**config.mk**
```make
export PLATFORM = sky130hd
export DESIGN_NAME = sipo_collector
export DESIGN_NICKNAME = d
export VERILOG_FILES = /design/src/rtl/sipo_collector_pkg.sv /design/src/rtl/sipo_collector.sv
export SDC_FILE = /design/constraint.sdc
export NUM_CORES = 1
export LEC_CHECK = 0
export ABC_AREA = 1
export CORE_AREA = 2 2 210 212
export DETAILED_ROUTE_END_ITERATION = 12
export DIE_AREA = 0 0 212 214
export PLACE_DENSITY = 0.82
export SLEW_MARGIN = 20
export SYNTH_ARGS = -nofsm -noshare
export SYNTH_HDL_FRONTEND = slang
export SYNTH_SLANG_ARGS = --single-unit
```
**constraint.sdc**
```tcl
create_clock -name clk_i -period 3.5 [get_ports clk_i]
set_clock_uncertainty 0.05 [all_clocks]
set_input_delay 0.35 -clock clk_i [delete_from_list [all_inputs] [get_ports clk_i]]
set_output_delay 0.35 -clock clk_i [all_outputs]
set_load 0.02 [all_outputs]
```
**src/rtl/sipo_collector_pkg.sv**
```systemverilog
// Shared stream package: FILL/FULL state encoding and the derived word-count helpers
// used by the serial/parallel stream blocks.
package sipo_collector_pkg;

    typedef enum logic {
        StFill = 1'b0,
        StFull = 1'b1
    } sipo_state_e;

    localparam int unsigned DEFAULT_PARALLEL_DATA_BITS = 16 * 32;
    localparam int unsigned DEFAULT_SHIFT_AMOUNT       = 8;

    function automatic int unsigned sipo_num_words(input int unsigned pbits,
                                                   input int unsigned shift);
        return pbits / shift;
    endfunction

    // Counter must hold NUM_WORDS itself, not just NUM_WORDS-1.
    function automatic int unsigned sipo_cnt_width(input int unsigned num_words);
        return $clog2(num_words + 1);
    endfunction

endpackage

```
**src/rtl/sipo_collector.sv**
```systemverilog
// Serial-in/parallel-out collector: gathers SHIFT_AMOUNT-bit words into one block,
// with early completion on serial_last_i for a short final block.
module sipo_collector
    import sipo_collector_pkg::*;
#(
    parameter int unsigned PARALLEL_DATA_BITS = DEFAULT_PARALLEL_DATA_BITS,
    parameter int unsigned SHIFT_AMOUNT       = DEFAULT_SHIFT_AMOUNT,
    parameter string       DIRECTION          = "RIGHT"
) (
    input  logic                                                   clk_i,
    input  logic                                                   rst_i,
    input  logic [SHIFT_AMOUNT-1:0]                                serial_i,
    input  logic                                                   serial_valid_i,
    input  logic                                                   serial_last_i,
    output logic                                                   serial_ready_o,
    output logic [PARALLEL_DATA_BITS-1:0]                          parallel_o,
    output logic                                                   parallel_valid_o,
    output logic                                                   parallel_last_o,
    output logic [$clog2(PARALLEL_DATA_BITS/SHIFT_AMOUNT+1)-1:0]   parallel_words_o,
    input  logic                                                   parallel_ready_i
);

    localparam int unsigned       NUM_WORDS = sipo_num_words(PARALLEL_DATA_BITS, SHIFT_AMOUNT);
    localparam int unsigned       CNT_W     = sipo_cnt_width(NUM_WORDS);
    localparam logic [CNT_W-1:0]  LAST_IDX  = CNT_W'(NUM_WORDS - 1);
    localparam bit                FILL_LEFT = (DIRECTION == "LEFT");

    sipo_state_e                   r_state, w_state_d;
    logic [CNT_W-1:0]              r_count, w_count_d;
    logic [CNT_W-1:0]              r_words, w_words_d;
    logic [PARALLEL_DATA_BITS-1:0] r_data, w_data_d;
    logic                          r_last, w_last_d;
    logic [CNT_W-1:0]              w_slice;
    logic                          w_accept;

    assign w_accept = serial_valid_i && (r_state == StFill);
    assign w_slice  = FILL_LEFT ? (LAST_IDX - r_count) : r_count;

    always_comb begin
        w_state_d = r_state;
        w_count_d = r_count;
        w_words_d = r_words;
        w_data_d  = r_data;
        w_last_d  = r_last;
        unique case (r_state)
            StFill: begin
                if (w_accept) begin
                    // Indexed write: slices not yet reached stay zero for short blocks.
                    for (int unsigned k = 0; k < NUM_WORDS; k++) begin
                        if (w_slice == CNT_W'(k)) begin
                            w_data_d[k*SHIFT_AMOUNT +: SHIFT_AMOUNT] = serial_i;
                        end
                    end
                    w_count_d = r_count + CNT_W'(1);
                    if ((r_count == LAST_IDX) || serial_last_i) begin
                        w_state_d = StFull;
                        w_words_d = r_count + CNT_W'(1);
                        w_last_d  = serial_last_i;
                    end
                end
            end
            StFull: begin
                if (parallel_ready_i) begin
                    w_state_d = StFill;
                    w_count_d = '0;
                    w_data_d  = '0;
                    w_last_d  = 1'b0;
                end
            end
            default: w_state_d = StFill;
        endcase
    end

    always_ff @(posedge clk_i) begin
        if (rst_i) begin
            r_state <= StFill;
            r_count <= '0;
            r_words <= '0;
            r_data  <= '0;
            r_last  <= 1'b0;
        end else begin
            r_state <= w_state_d;
            r_count <= w_count_d;
            r_words <= w_words_d;
            r_data  <= w_data_d;
            r_last  <= w_last_d;
        end
    end

    assign serial_ready_o   = (r_state == StFill);
    assign parallel_valid_o = (r_state == StFull);
    assign parallel_o       = r_data;
    assign parallel_last_o  = r_last;
    assign parallel_words_o = r_words;

endmodule
```
==> out/results.ini <==
[floorplan]
dieArea_sq_mm=0.0454
start_util_pct=47.0
die_w_um=212
die_height_um=214
fp-row-count=76
core_sq_mm=0.0429
num_io_pins=535

[sta]
maxSlewViolCount=0
finalHoldViolations=0
hold_ws_ns=0.210
worst_pin_slew_ns=1.04
max_freq_ghz=0.362
finalSetupTns_ns=0
post-route-period-util_pct=79.0
setup-violations-final=0
fin_crit_ns=2.77
maxSlewHeadroom_pct=30.4
grt_setup_unrepaired=no

[setup_path]
crit_buf_inv=3
reg2reg_from=r_count[0]$_SDFFE_PP0P_
r2r_slack_ns=0.73
path_class=register to register
critical-path-slowest-cell=inv_1
rr_worst_depth=9
cp.required_ns=3.93
endpoint_kind=register
max_stage_delay_ns=0.63
cpLargestDelayFamily=buffers and inverters
cp-start-kind=register
crit_fanout=15
cp.arrival_ns=3.20
crit_path_cell_trace=ha_1, nand3_1, inv_1, nand2_1, buf_4, nand2_1, inv_1, nor2_1, nor2_1
regToRegEndpoint=parallel_words_o[4]$_SDFFE_PP0P_

[global_routing]
antenna_found_initial=0
grt_max_degree=209
gr-usage-all-layers_pct=33.8
grt_pass1_vias=20200
grt.overflow.total=0
grt_pass1_wl_um=119000

[power_and_ir_drop]
peakVddDrop_v=0.000371
design_power_total_mw=12.4
power_frac_comb_pct=6.3
pwr-share-clk_pct=44.7
switching_power_mw=3.02
pwr-share-seq_pct=49.0
switching_share_pct=24.4
intPower_mw=9.37
power_density_mw_per_mm2=449
p_leak_nw=9.28

[logic_synthesis]
synthesis.nets=2591
synth_most_common_cell=nand3_1
synthDistinctLibCells=25
synthesis.instances=2574
yosysTopAreaCell=dfxtp_1
synth_seq_cells=528
synth_area_sq_mm=0.0202
yosys_most_used_dff=dfxtp_1
synthArstFlopShare_pct=0
synth_edf_count=0
yosysWarnings=0
synth_commonest_cells=716 x nand3_1, 528 x dfxtp_1, 512 x a21oi_1, 405 x nand2_1, 140 x clkbuf_1
yosysSeqAreaShare_pct=52.4
avgSynthCellArea_sq_um=7.83
synth.area.top_cells=dfxtp_1 52%, nand3_1 18%, a21oi_1 13%, nand2_1 7.5%, clkbuf_1 2.6%
synthDominantCellAreaShare_pct=52.4

[place]
placedCellCount=3526
numPortBuffers=534
dp_hpwl_um=52800
gp_congestion=0.918

[hold_path]
min_to=parallel_o[471]$_SDFFE_PP0P_
hold_depth=2
hp-start=rst_i
hold_path.class=input port to register

[drt]
drc_errors=0
num_vias=21300
ant_nets=0
drt-pass1-iter-count=7
wire_per_inst_um=22.1
via_per_inst=5.88
drt_wl_total_um=80100
drtIter0Drc=2468

[finish]
layout-drive-gt1-share_pct=7.38
layout.cells.non_filler=3622
final_core_util_pct=64.3
final_nets=3012
n_antenna_cell=0
area_delta_synth_final_pct=36.9

[clock_network]
hold_buffers=0
path_clk_slew_ns=0.06
post_cts_resized=0
cts_buffer_depth=3
post-cts-setup-buffers=0
htree_levels=2
cts_root_buf=clkbuf_16
clock_sinks=528
cts_buffers=52
clk_latency_ns=0.59
tritoncts=built

[flow_run]
cap_violations=0

[run_status]
run_status=finished clean

logic make-up (layout without fill, tap and decap cells):
family          Yosys count  in the layout  synth area share [%]
compound gates          517            517                  12.9
xor+xnor                  3              3                 0.130
fa+ha+maj                 4              4                 0.248
buf+inv                 284            747                  5.61
flops                   528            528                  52.4
simple gates           1238           1238                  28.7
how the worst max path moves through the flow:
stage,cells after the start,slack [ns],startpoint,end
after CTS,9,0.76,r_count[0]$_SDFFE_PP0P_,parallel_words_o[2]$_SDFFE_PP0P_
after global routing,9,0.44,r_count[0]$_SDFFE_PP0P_,parallel_words_o[4]$_SDFFE_PP0P_
after detailed placement,7,0.73,serial_valid_i,parallel_o[484]$_SDFFE_PP0P_
after global placement,9,0.78,r_count[0]$_SDFFE_PP0P_,parallel_words_o[5]$_SDFFE_PP0P_
final,9,0.73,r_count[0]$_SDFFE_PP0P_,parallel_words_o[4]$_SDFFE_PP0P_
after floorplan,8,1.77,r_count[0]$_SDFFE_PP0P_,parallel_o[280]$_SDFFE_PP0P_
cell usage in the layout, fill, tap and decap left out:
| master | instances |
|---|---|
| a21oi_1 | 512 |
| buf_12 | 14 |
| buf_4 | 31 |
| buf_8 | 1 |
| bufinv_16 | 2 |
| clkbuf_1 | 13 |
| clkbuf_16 | 53 |
| clkbuf_8 | 10 |
| clkdlybuf4s50_1 | 533 |
| clkinv_1 | 1 |
| clkinv_2 | 14 |
| clkinv_4 | 1 |
| clkinvlp_4 | 1 |
| dfxtp_1 | 528 |
| ha_1 | 4 |
| inv_1 | 32 |
| inv_2 | 39 |
| inv_6 | 2 |
| nand2_1 | 404 |
| nand2_2 | 21 |
| nand2_4 | 11 |
| nand3_1 | 716 |
| nand3_2 | 3 |
| nand3b_1 | 4 |
| nand4_1 | 8 |
| nor2_1 | 51 |
| nor2_2 | 13 |
| nor2_4 | 5 |
| nor3_2 | 2 |
| o21ai_0 | 4 |
| o21ai_2 | 1 |
| xor2_1 | 3 |
sequential cells by signal, summed over array words and instances, names as in the netlist:
| register | count |
|---|---|
| parallel_last_o | 1 |
| parallel_o | 512 |
| parallel_valid_o | 1 |
| parallel_words_o | 7 |
| r_count | 7 |
power groups by stage:
stage	clock network [mW]	logic, mW	registers [mW]
finish	5.54	0.779	6.08
global route	5.82	0.813	6.08
CTS	5.57	0.761	6.08
detailed placement	0	0.758	6.21
global placement	0	0.750	6.21
floorplan	0	0.382	6.25
worst reg2reg max path, cell delays in order, from the launching register on:
cell	delay, ns
dfxtp_1	0.44
ha_1	0.39
nand3_1	0.29
inv_1	0.63
nand2_1	0.13
buf_4	0.22
nand2_1	0.22
inv_1	0.13
nor2_1	0.11
nor2_1	0.06
per-layer routing:
layer  wire [um]  global-route usage (%)  up-vias
li1            -                       -     9659
met1       29900                    40.3    10100
met2       37300                    55.1     1290
met3        8460                    9.46      275
met4        4470                    18.0        0
met5           0                       0        -
per-stage QoR:
step / setup slack (ns) / cell area (sq um)
4_1_cts: 0.756 / 27600
3_5_place_dp: 0.734 / 25900
6_report: 0.735 / 27600
5_1_grt: 0.435 / 27600
3_3_place_gp: 0.776 / 25900
2_1_floorplan: 1.77 / 20200
final cells by class:
class,count,area (sq um)
inverter,72,270
clock inverter,20,164
fill,3505,15300
clock buffer,76,1510
tap,585,732
timing repair buffer,579,5860
sequential,528,10600
multi-input combinational,1762,8480
(Power assumes the default switching activity.)
